[src/rtl/hw_barrier_alloc_ctrl.sv]
// Barrier allocator: hands out free hardware barriers and programs their
// trigger/target masks over a write-only peripheral port.
//
//   state  | meaning
//   IDLE   | accepting commands
//   WR1    | first barrier register write (target on ALLOC, trigger clear on FREE)
//   WR2    | second barrier register write (trigger on ALLOC, target clear on FREE)
//   RSP    | presenting result until consumed
module hw_barrier_alloc_ctrl #(
  parameter int unsigned NB_CORES  = 4,
  parameter int unsigned NB_BARR   = 8,
  parameter logic [31:0] BARR_BASE = 32'h0,
  localparam int unsigned IW = $clog2(NB_BARR)
) (
  input  logic                clk_i,
  input  logic                rst_i,
  input  logic                cmd_valid_i,
  output logic                cmd_ready_o,
  input  logic                cmd_op_i,
  input  logic [IW-1:0]       cmd_id_i,
  input  logic [NB_CORES-1:0] cmd_trig_mask_i,
  input  logic [NB_CORES-1:0] cmd_tgt_mask_i,
  output logic                rsp_valid_o,
  input  logic                rsp_ready_i,
  output logic [IW-1:0]       rsp_id_o,
  output logic                rsp_err_o,
  output logic                bar_req_o,
  output logic [31:0]         bar_add_o,
  output logic                bar_we_n_o,
  output logic [31:0]         bar_wdata_o,
  input  logic                bar_gnt_i,
  output logic [NB_BARR-1:0]  alloc_map_o,
  output logic [IW:0]         nb_free_o
);

  typedef enum logic [1:0] {S_IDLE, S_WR1, S_WR2, S_RSP} state_t;

  localparam logic [IW:0] ONE = 1;

  state_t              state_q, state_d;
  logic [IW-1:0]       id_q, id_d;
  logic [NB_CORES-1:0] trig_q, trig_d;
  logic [NB_CORES-1:0] tgt_q, tgt_d;
  logic                free_q, free_d;
  logic                err_q, err_d;
  logic [NB_BARR-1:0]  map_q, map_d;

  logic [IW-1:0]       free_idx;
  logic [31:0]         row_base;

  always_comb begin
    free_idx = '0;
    for (int i = NB_BARR - 1; i >= 0; i--) begin
      if (!map_q[i]) free_idx = IW'(i);
    end
  end

  always_comb begin
    nb_free_o = '0;
    for (int i = 0; i < NB_BARR; i++) begin
      if (!map_q[i]) nb_free_o = nb_free_o + ONE;
    end
  end

  assign row_base    = BARR_BASE + (32'(id_q) << 5);
  assign alloc_map_o = map_q;
  assign bar_we_n_o  = 1'b0;

  always_comb begin
    state_d     = state_q;
    id_d        = id_q;
    trig_d      = trig_q;
    tgt_d       = tgt_q;
    free_d      = free_q;
    err_d       = err_q;
    map_d       = map_q;
    cmd_ready_o = 1'b0;
    bar_req_o   = 1'b0;
    bar_add_o   = '0;
    bar_wdata_o = '0;
    rsp_valid_o = 1'b0;
    rsp_id_o    = '0;
    rsp_err_o   = 1'b0;

    unique case (state_q)
      S_IDLE: begin
        cmd_ready_o = 1'b1;
        if (cmd_valid_i) begin
          free_d = cmd_op_i;
          trig_d = cmd_trig_mask_i;
          tgt_d  = cmd_tgt_mask_i;
          if (!cmd_op_i) begin
            if ((&map_q) || (cmd_trig_mask_i == '0)) begin
              err_d   = 1'b1;
              id_d    = '0;
              state_d = S_RSP;
            end else begin
              err_d   = 1'b0;
              id_d    = free_idx;
              state_d = S_WR1;
            end
          end else begin
            id_d    = cmd_id_i;
            err_d   = !map_q[cmd_id_i];
            state_d = map_q[cmd_id_i] ? S_WR1 : S_RSP;
          end
        end
      end
      // ALLOC arms the target before the trigger; FREE disarms the trigger first.
      S_WR1: begin
        bar_req_o   = 1'b1;
        bar_add_o   = row_base + (free_q ? 32'h0 : 32'hC);
        bar_wdata_o = free_q ? 32'h0 : 32'(tgt_q);
        if (bar_gnt_i) state_d = S_WR2;
      end
      S_WR2: begin
        bar_req_o   = 1'b1;
        bar_add_o   = row_base + (free_q ? 32'hC : 32'h0);
        bar_wdata_o = free_q ? 32'h0 : 32'(trig_q);
        if (bar_gnt_i) begin
          map_d[id_q] = !free_q;
          state_d     = S_RSP;
        end
      end
      S_RSP: begin
        rsp_valid_o = 1'b1;
        rsp_id_o    = id_q;
        rsp_err_o   = err_q;
        if (rsp_ready_i) state_d = S_IDLE;
      end
      default: state_d = S_IDLE;
    endcase
  end

  always_ff @(posedge clk_i) begin
    if (rst_i) begin
      state_q <= S_IDLE;
      id_q    <= '0;
      trig_q  <= '0;
      tgt_q   <= '0;
      free_q  <= 1'b0;
      err_q   <= 1'b0;
      map_q   <= '0;
    end else begin
      state_q <= state_d;
      id_q    <= id_d;
      trig_q  <= trig_d;
      tgt_q   <= tgt_d;
      free_q  <= free_d;
      err_q   <= err_d;
      map_q   <= map_d;
    end
  end

endmodule

[config.mk]
export PLATFORM = sky130hd
export DESIGN_NAME = hw_barrier_alloc_ctrl
export DESIGN_NICKNAME = d
export VERILOG_FILES = /design/src/rtl/hw_barrier_alloc_ctrl.sv
export SDC_FILE = /design/constraint.sdc
export NUM_CORES = 1
export LEC_CHECK = 0
export BUFFER_PORTS_ARGS = -buffer_cell sky130_fd_sc_hd__buf_2
export CAP_MARGIN = 20
export CORE_ASPECT_RATIO = 1.1
export CORE_MARGIN = 4
export CORE_UTILIZATION = 50
export DETAILED_ROUTE_END_ITERATION = 7
export PLACE_DENSITY = 0.82
export SYNTH_ARGS = -nofsm -noshare
export SYNTH_HDL_FRONTEND = slang
export SYNTH_SLANG_ARGS = --single-unit
[constraint.sdc]
create_clock -name clk_i -period 5.4 [get_ports clk_i]
set_clock_uncertainty 0.1 [all_clocks]
set_input_delay 0 -clock clk_i [delete_from_list [all_inputs] [get_ports clk_i]]
set_output_delay 0 -clock clk_i [all_outputs]
set_load 0.01 [all_outputs]
==> results of run 1 <==
## state kept, by name, summed over array words and instances, names as in the netlist
register / flops
trig_q: 4
alloc_map_o: 8
free_q: 1
tgt_q: 4
err_q: 1
state_q: 2
id_q: 3
## metrics by stage
stage | util | instance area [um^2] | total power (uW) | hold slack [ns] | instances
global route | 0.554 | 2650 | 929 | 0.0562 | 425
CTS | 0.554 | 2650 | 859 | 0.0243 | 425
finish | 0.554 | 2650 | 852 | 0.0330 | 425
global placement | 0.521 | 2490 | 725 | 0.141 | 410
floorplan | - | 2730 | 654 | -0.0272 | 387
detailed placement | 0.521 | 2490 | 745 | 0.148 | 410
## repair_timing
action,CTS,global route
hold endpoints to repair,11,0
setup buffers,0,0
hold buffers,11,0
## synthesized netlist by cell type (2+ instances only)
cell,instances
buf_4,57
nand2_1,33
nor2_1,27
a21oi_1,24
dfxtp_1,23
clkbuf_1,13
o21ai_0,13
ha_1,12
inv_1,10
xnor2_1,10
and2_1,8
nand2b_1,8
nand3_1,7
nor2b_1,6
xor2_1,6
or3_1,5
a211oi_1,4
a22oi_1,4
mux2i_1,4
o211ai_1,4
o31ai_1,4
buf_2,3
buf_6,3
nor3_1,3
nor4_1,3
o21ai_1,3
or4_1,3
a221oi_1,2
a31oi_1,2
mux2_2,2
mux4_2,2
nand3b_1,2
nand4_1,2
xnor2_4,2
xor2_2,2
## metal layers
metal | routed length, um | global-route usage | vias to the layer above
met5 | 0 | 0 | -
met2 | 2820 | 0.291 | 78
met1 | 2260 | 0.228 | 996
met4 | 10 | 0.0262 | 0
met3 | 328 | 0.0218 | 2
li1 | - | - | 1091
## cells by family after synthesis
group	synth area share
AOI/OAI and AO/OA	0.174
other	0.00148
and+or+nand+nor	0.213
adders and majority gates	0.0594
muxes	0.0485
DFF	0.182
xor gates and xnor gates	0.0966
buffers and inverters	0.224
## power groups by stage
stage / Combinational (uW) / Sequential, uW / Clock (uW)
final: 525 / 220 / 107
after global routing: 589 / 225 / 116
after CTS: 530 / 220 / 109
after detailed placement: 521 / 224 / 0
after global placement: 503 / 223 / 0
after floorplan: 443 / 212 / 0
## worst max-delay path, stage by stage (launching register included)
cell	delay, ns
dfxtp_1	0.46
inv_1	0.11
ha_1	0.50
xnor2_4	0.43
ha_1	0.32
nor2b_1	0.17
o2111a_1	0.31
a211oi_2	0.16
and2_1	0.28
mux2i_1	0.15
ha_1	0.33
mux2_4	0.29
ha_1	0.20
nor2b_1	0.13
xnor2_1	0.20
xnor2_1	0.15
xnor2_1	0.13
buf_2	0.15
## area by class of cell
cell class | count | area [um^2]
inverters | 10 | 37.5
repair buffers | 55 | 330
multi-input cells | 277 | 1710
fillers | 453 | 2130
well taps | 56 | 70.1
clock buffers | 4 | 45.0
flip-flops and latches | 23 | 460
## final timing paths
path | end | slack (ns) | depth (start not counted)
setup / recovery | nb_free_o[2] | 0.56 | 17
hold / removal | id_q[2] | 0.03 | 3
setup reg to reg | state_q[1] | 3.21 | 7
hold reg to reg | tgt_q[0] | 0.36 | 2
==> impl_metrics.py, run 1 <==
metrics = {
    "synth": {
        "synth_top_area_cell": "dfxtp_1",
        "ys_seq_area_frac": 0.182,
        "netlist_top_cells_area": "dfxtp_1 18%, buf_4 17%, ha_1 5.9%",
        "ys_ff_latch": 23,
        "yosys.cell_types.count": 51,
        "avgSynthCellArea_um2": 7.61,
        "synth-edff-count": 0,
        "yosys_warnings": 0,
        "synthFlopType": "dfxtp_1",
        "netlist.area_leader.share": 0.182,
        "async_reset_ff_frac": 0,
        "syn_area_mm2": 0.00253,
        "netlist_instances": 332,
    },
    "critical_path": {
        "crit_fanout": 11,
        "arrival_ns": 4.74,
        "crit_type": "reg -> out",
        "crit_required_ns": 5.30,
        "cp-end-kind": "primary output",
        "cp-startpoint": "alloc_map_o[1]",
        "startpoint_type": "register",
        "r2r_start": "alloc_map_o[3]",
    },
    "timing": {
        "rsz0062_at_grt": "false",
        "setup_ws_ns": 0.560,
        "hold_violations": 0,
        "tns_ns": 0,
        "finalCritPeriodShare": 0.896,
        "tightestPinTransition_ns": 0.861,
        "max_slew_margin": 0.425,
        "setup_viol": 0,
        "slew_violations": 0,
        "max_freq_mhz": 207,
        "min_period_ns": 4.84,
    },
    "min_path": {
        "hold_start": "cmd_id_i[2]",
        "min_path_type": "in -> reg",
    },
    "place": {
        "numPortBuffers": 44,
        "dp_slack_ns": 0.814,
        "routabilityCongestion": 0.904,
        "hpwl_mm": 4.08,
    },
    "grt": {
        "track_usage": 0.170,
        "grt_pass1_vias": 1912,
        "antenna_found_initial": 0,
        "grt_pass1_wl_mm": 8.51,
        "gr-total-overflow": 0,
        "grt_max_degree": 25,
    },
    "die": {
        "dieArea_mm2": 0.00625,
        "start_util": 0.528,
        "core_area_mm2": 0.00478,
        "rows": 26,
        "die_h_um": 82.6,
        "fp.dieW_um": 75.8,
        "io_pins": 101,
    },
    "finish": {
        "drive_gt1_frac": 0.163,
        "area_growth_pct": 4.85,
        "layout_common_cells": "56 x conb_1, 44 x buf_2, 33 x nand2_1, 27 x nor2_1, 24 x a21oi_1",
        "final_common_cell": "conb_1",
        "n_antenna_cell": 0,
        "layout.nets": 399,
    },
    "route": {
        "wl_mm": 5.42,
        "via_per_inst": 5.10,
        "vias": 2167,
        "ant_nets": 0,
        "avgRoutedWirePerCell_um": 12.8,
        "first_pass_iters": 4,
        "drt_iter0_markers": 111,
        "route.detailed.drc": 0,
    },
    "clock_network": {
        "clk_latency_ns": 0.26,
        "numCtsBuffers": 3,
        "cts_resized": 0,
        "clk_pin_slew_worst_paths_ns": 0.08,
        "cts.sinks": 23,
        "root_buffer": "clkbuf_8",
        "cts_tree": "yes",
        "cts_buffer_depth": 2,
        "htreeDepth": 1,
    },
    "run": {
        "drv_cap": 0,
    },
    "power": {
        "p_sw_uw": 379,
        "comb_power_share": 0.616,
        "pwr-share-seq": 0.258,
        "swShare": 0.444,
        "p_per_area_mw_per_mm2": 322,
        "ir_worst_vdd_mv": 0.225,
        "p_int_uw": 473,
        "clockPowerShare": 0.126,
        "leakagePower_uw": 0.00115,
    },
    "outcome": {
        "outcome": "complete, no violations",
    },
}
Note: power is estimated with default switching activity, not from simulation.
==> run 2: changes to the inputs <==
==> config.mk (replaced) <==
export PLATFORM = sky130hd
export DESIGN_NAME = hw_barrier_alloc_ctrl
export DESIGN_NICKNAME = d
export VERILOG_FILES = /design/src/rtl/hw_barrier_alloc_ctrl.sv
export SDC_FILE = /design/constraint.sdc
export NUM_CORES = 1
export LEC_CHECK = 0
export CAP_MARGIN = 20
export CORE_ASPECT_RATIO = 1.1
export CORE_MARGIN = 4
export CORE_UTILIZATION = 60
export DETAILED_ROUTE_END_ITERATION = 7
export DONT_BUFFER_PORTS = 1
export PLACE_DENSITY = 0.76
export SYNTH_ARGS = -nofsm -noshare
export SYNTH_HDL_FRONTEND = slang
export SYNTH_SLANG_ARGS = --single-unit
==> run 2 against run 1 <==
Net effect: first-iteration DRC count up 1.8%; sequential share of layout area up 1.2 points; sequential power about the same; worst setup slack worse by 0.022 ns; worst hold slack worse by 0.0024 ns; core utilization up 6.1 points; wire length down 0.83%; register-to-register slack worse by 0.05 ns; power down 7.1%; flip-flop and latch count unchanged; count of clock-buffer cells in the layout unchanged; critical path type unchanged; highest routed layer unchanged.
==> impl_metrics.py, run 2 (synthesized netlist as in run 1, its figures left out) <==
metrics = {
    "outcome": {
        "outcome": "complete, no violations",
    },
    "die": {
        "fp.dieW_um": 69.9,
        "rows": 24,
        "die_h_um": 76.1,
        "start_util": 0.628,
        "io_pins": 101,
        "dieArea_mm2": 0.00531,
        "core_area_mm2": 0.00402,
    },
    "critical_path": {
        "crit_fanout": 11,
        "cp-end-kind": "primary output",
        "crit_type": "reg -> out",
        "cp_slowest_cell": "dfxtp_1",
        "max_stage_delay_ns": 0.50,
        "worstPathCellList": "inv_1 -> ha_1 -> xnor2_4 -> ha_1 -> nor2b_1 -> o2111a_1 -> a211oi_2 -> and2_1 -> mux2i_1 -> ha_1 -> mux2_4 -> ha_1 -> nor2b_1 -> xnor2_1 -> xnor2_1 -> xnor2_1",
        "startpoint_type": "register",
        "arrival_ns": 4.76,
        "cp_common_cell": "ha_1",
        "crit_required_ns": 5.30,
    },
    "route": {
        "drt_iter0_markers": 113,
        "route.detailed.drc": 0,
        "first_pass_iters": 4,
        "avgRoutedWirePerCell_um": 14.1,
        "ant_nets": 0,
        "wl_mm": 5.37,
        "vias": 2015,
        "via_per_inst": 5.27,
    },
    "place": {
        "dp_slack_ns": 0.814,
        "numPortBuffers": 0,
        "routabilityCongestion": 0.808,
        "hpwl_mm": 3.94,
    },
    "finish": {
        "drive_gt1_frac": 0.0485,
        "layout_common_cells": "56 x conb_1, 33 x nand2_1, 27 x nor2_1, 24 x a21oi_1, 23 x dfxtp_1",
        "layout.nets": 360,
        "area_growth_pct": -2.08,
        "n_antenna_cell": 0,
        "largest_register_ffs": 8,
        "final_common_cell": "conb_1",
    },
    "grt": {
        "gr-total-overflow": 0,
        "grt_most_used_layer": "met2",
        "antenna_found_initial": 0,
        "grtUsageMet1": 0.217,
        "grt_pass1_wl_mm": 9.09,
        "track_usage": 0.198,
        "grt_util_met2": 0.380,
        "met3_usage": 0.0317,
        "grt_max_degree": 25,
        "grt_pass1_vias": 1980,
    },
    "timing": {
        "tns_ns": 0,
        "min_period_ns": 4.86,
        "finalCritPeriodShare": 0.900,
        "max_freq_mhz": 206,
        "tightestPinTransition_ns": 0.929,
        "hold_violations": 0,
        "setup_ws_ns": 0.538,
        "slew_violations": 0,
        "rsz0062_at_grt": "false",
        "max_slew_margin": 0.380,
        "setup_viol": 0,
    },
    "clock_network": {
        "root_buffer": "clkbuf_8",
        "htreeDepth": 1,
        "numCtsBuffers": 3,
        "clk_latency_ns": 0.26,
        "cts_buffer_depth": 2,
        "clk_pin_slew_worst_paths_ns": 0.08,
        "cts_tree": "yes",
        "cts.sinks": 23,
    },
    "power": {
        "leakagePower_uw": 0.000957,
        "p_per_area_mw_per_mm2": 320,
        "ir_worst_vdd_mv": 0.343,
    },
    "run": {
        "drv_cap": 0,
    },
    "min_path": {
        "min_path_type": "in -> reg",
    },
}
-- run 2: path summary, 6_finish.rpt --
path	endpoint	depth (start not counted)	slack [ns]	startpoint
min	alloc_map_o[6]	3	0.03	bar_gnt_i
min reg2reg	trig_q[3]	2	0.36	trig_q[3]
max reg2reg	state_q[1]	7	3.16	alloc_map_o[3]
max	nb_free_o[2]	16	0.54	alloc_map_o[1]
-- run 2: final cells by class --
cell class                      count  area [um^2]
Multi-Input combinational cell    277         1710
Fill cell                         354         1550
Sequential cell                    23          460
Timing Repair Buffer               16          160
Tap cell                           52         65.1
Clock buffer                        4         45.0
Inverter                           10         37.5
-- run 2: what timing repair did --
action                                 CTS  global route
setup buffers                            0             0
resized for setup                        0             0
hold buffers                            16             0
endpoints found under the hold margin   23             0
-- run 2: metal layers --
layer  vias to the layer above  share of wire
li1                       1016              -
met1                       926           0.39
met2                        66           0.54
met3                         7          0.054
met4                         0          0.013
met5                         -              0
-- run 2: worst max-delay path, delay by kind of cell (launching register included) --
family / cells / cell delay, ns
buf+inv: 1 / 0.13
xor+xnor: 4 / 1.01
fa+ha+maj: 4 / 1.34
flops: 1 / 0.50
mux: 2 / 0.43
simple gates: 3 / 0.58
compound gates: 2 / 0.50
-- run 2: report_power, final --
group	internal, uW	total (uW)	switching, uW
clock network	52.6	105	52.3
logic	184	466	281
registers	194	221	26.6
total	431	792	360
-- run 2: stage by stage --
| step | util | std cells | total power (uW) | instance area, um^2 | hold slack (ns) |
|---|---|---|---|---|---|
| 3_3_place_gp | 0.564 | 362 | 666 | 2270 | -0.0275 |
| 3_5_place_dp | 0.564 | 362 | 676 | 2270 | -0.0273 |
| 2_1_floorplan | - | 387 | 654 | 2730 | -0.0272 |
| 6_report | 0.615 | 382 | 792 | 2470 | 0.0306 |
| 5_1_grt | 0.615 | 382 | 866 | 2470 | 0.0904 |
| 4_1_cts | 0.615 | 382 | 791 | 2470 | 0.0382 |
==> run 3: changes to the inputs <==
==> constraint.sdc (replaced) <==
create_clock -name clk_i -period 6.1 [get_ports clk_i]
set_clock_uncertainty 0.1 [all_clocks]
set_input_delay 0 -clock clk_i [delete_from_list [all_inputs] [get_ports clk_i]]
set_output_delay 0 -clock clk_i [all_outputs]
set_load 0.01 [all_outputs]
==> run 3 against run 2 <==
Net effect: sequential power is 12% lower; power is 11% lower; core utilization stayed put; via count is 0.65% higher; wire length is 0.91% lower; count of clock-buffer cells in the layout stayed put; register-to-register slack better by 0.71 ns; first-iteration DRC count is 8.0% higher; clock power is 11% lower; final area stayed put; worst setup slack better by 0.71 ns; critical endpoint unchanged.
==> impl_metrics.py, run 3 (synthesized netlist as in run 1, its figures left out) <==
metrics = {
    "run": {
        "drv_cap": 0,
    },
    "critical_path": {
        "crit_fanout": 11,
        "cp_common_cell": "ha_1",
        "max_stage_delay_ns": 0.50,
        "ff2ff_path_depth": 7,
        "crit_type": "reg -> out",
        "r2r-end": "state_q[1]",
        "arrival_ns": 4.75,
        "crit_required_ns": 6.00,
        "r2r_start": "alloc_map_o[3]",
        "cp-end-kind": "primary output",
        "startpoint_type": "register",
        "cp_slowest_cell": "dfxtp_1",
        "path_delay_family": "adder cells",
        "worstPathCellList": "inv_1 -> ha_1 -> xnor2_4 -> ha_1 -> nor2b_1 -> o2111a_1 -> a211oi_2 -> and2_1 -> mux2i_1 -> ha_1 -> mux2_4 -> ha_1 -> nor2b_1 -> xnor2_1 -> xnor2_1 -> xnor2_1",
        "critPathBufInv": 1,
        "r2r_slack_ns": 3.87,
    },
    "route": {
        "routed-wl-met2_mm": 2.93,
        "vias": 2028,
        "drt_iter0_markers": 122,
        "maxUsedRoutingLayer": "met4",
        "wl_met1_mm": 2.01,
        "route.detailed.drc": 0,
        "ant_nets": 0,
        "first_pass_iters": 5,
        "via_per_inst": 5.31,
        "wl_mm": 5.33,
        "avgRoutedWirePerCell_um": 13.9,
        "met3_length_um": 306,
    },
    "place": {
        "hpwl_mm": 3.92,
        "routabilityCongestion": 0.807,
        "numPortBuffers": 0,
        "placed_cells": 362,
    },
    "clock_network": {
        "cts.sinks": 23,
        "cts_buffer_depth": 2,
        "cts_tree": "yes",
        "clk_pin_slew_worst_paths_ns": 0.08,
        "post_cts_buffers": 0,
        "cts_resized": 0,
        "numCtsBuffers": 3,
        "htreeDepth": 1,
        "hold_buffers": 16,
        "clk_latency_ns": 0.26,
        "root_buffer": "clkbuf_8",
    },
    "finish": {
        "layout_common_cells": "56 x conb_1, 33 x nand2_1, 27 x nor2_1, 24 x a21oi_1, 23 x dfxtp_1",
        "largest_register_ffs": 8,
        "layout.nets": 360,
        "fillers": 377,
        "n_antenna_cell": 0,
        "final_common_cell": "conb_1",
        "finalNonFillerCells": 382,
        "drive_gt1_frac": 0.0485,
        "area_growth_pct": -2.08,
    },
    "die": {
        "start_util": 0.628,
        "dieArea_mm2": 0.00531,
        "fp.dieW_um": 69.9,
        "rows": 24,
        "io_pins": 101,
        "die_h_um": 76.1,
        "core_area_mm2": 0.00402,
    },
    "power": {
        "ir_worst_vdd_mv": 0.272,
        "leakagePower_uw": 0.000957,
        "p_per_area_mw_per_mm2": 284,
    },
    "timing": {
        "slew_violations": 0,
        "rsz0062_at_grt": "false",
        "tns_ns": 0,
        "setup_viol": 0,
        "finalCritPeriodShare": 0.795,
        "min_period_ns": 4.85,
        "tightestPinTransition_ns": 0.925,
        "max_slew_margin": 0.383,
        "hold_violations": 0,
        "max_freq_mhz": 206,
    },
    "min_path": {
        "min_path_type": "in -> reg",
        "whs_path_depth": 3,
        "hold_end": "alloc_map_o[6]",
        "hold_start": "bar_gnt_i",
    },
    "grt": {
        "grt_max_degree": 25,
        "track_usage": 0.192,
        "antenna_found_initial": 0,
        "gr-total-overflow": 0,
        "grt_pass1_vias": 1920,
        "grt_pass1_wl_mm": 8.80,
    },
    "outcome": {
        "outcome": "complete, no violations",
    },
}
[run 3: cell counts in the layout (fill, tap and decap cells not counted)]
Identical to the previous run, type by type.
[run 3: where the power goes]
group	leakage (uW)	switching, uW	internal (uW)
Clock	0.0000228	47.4	46.6
Sequential	0.000188	23.4	172
Combinational	0.000746	250	163
[run 3: worst max path at each step]
stage	start	end	slack, ns	cells past startpoint
after floorplan	alloc_map_o[1]	nb_free_o[2]	2.09	17
after global placement	alloc_map_o[1]	nb_free_o[2]	1.70	16
after detailed placement	alloc_map_o[1]	nb_free_o[2]	1.52	16
after CTS	alloc_map_o[1]	nb_free_o[2]	1.24	16
after global routing	alloc_map_o[1]	nb_free_o[2]	0.94	16
final	alloc_map_o[1]	nb_free_o[2]	1.25	16
[run 3: cell type report]
type	count	area [um^2]	area share
clock buffer	4	45.0	0.0182
multi-input combinational	277	1710	0.689
timing repair buffer	16	160	0.0647
tap	52	65.1	0.0263
inverter	10	37.5	0.0152
sequential	23	460	0.186
[run 3: layer usage]
layer / GRT usage / vias to the layer above
met3: 0.0317 / 8
met5: 0 / -
met4: 0.0594 / 0
met1: 0.216 / 941
li1: - / 1015
met2: 0.364 / 64
[run 3: stage by stage]
step	cell area [um^2]	power, uW	hold slack (ns)	setup WS, ns	util
2_1_floorplan	2730	579	-0.0272	2.09	-
3_5_place_dp	2270	597	-0.0268	1.52	0.564
6_report	2470	703	0.0294	1.25	0.615
5_1_grt	2470	763	0.0868	0.936	0.615
4_1_cts	2470	700	0.0341	1.24	0.615
3_3_place_gp	2270	589	-0.0275	1.70	0.564
[run 3: worst reg2reg max path, cell delays in order, from the launching register on]
cell,delay [ns]
dfxtp_1,0.61
mux4_2,0.60
mux2_2,0.27
nand2_1,0.06
o21ai_1,0.10
a211oi_1,0.26
a21oi_1,0.06
nor2_1,0.10
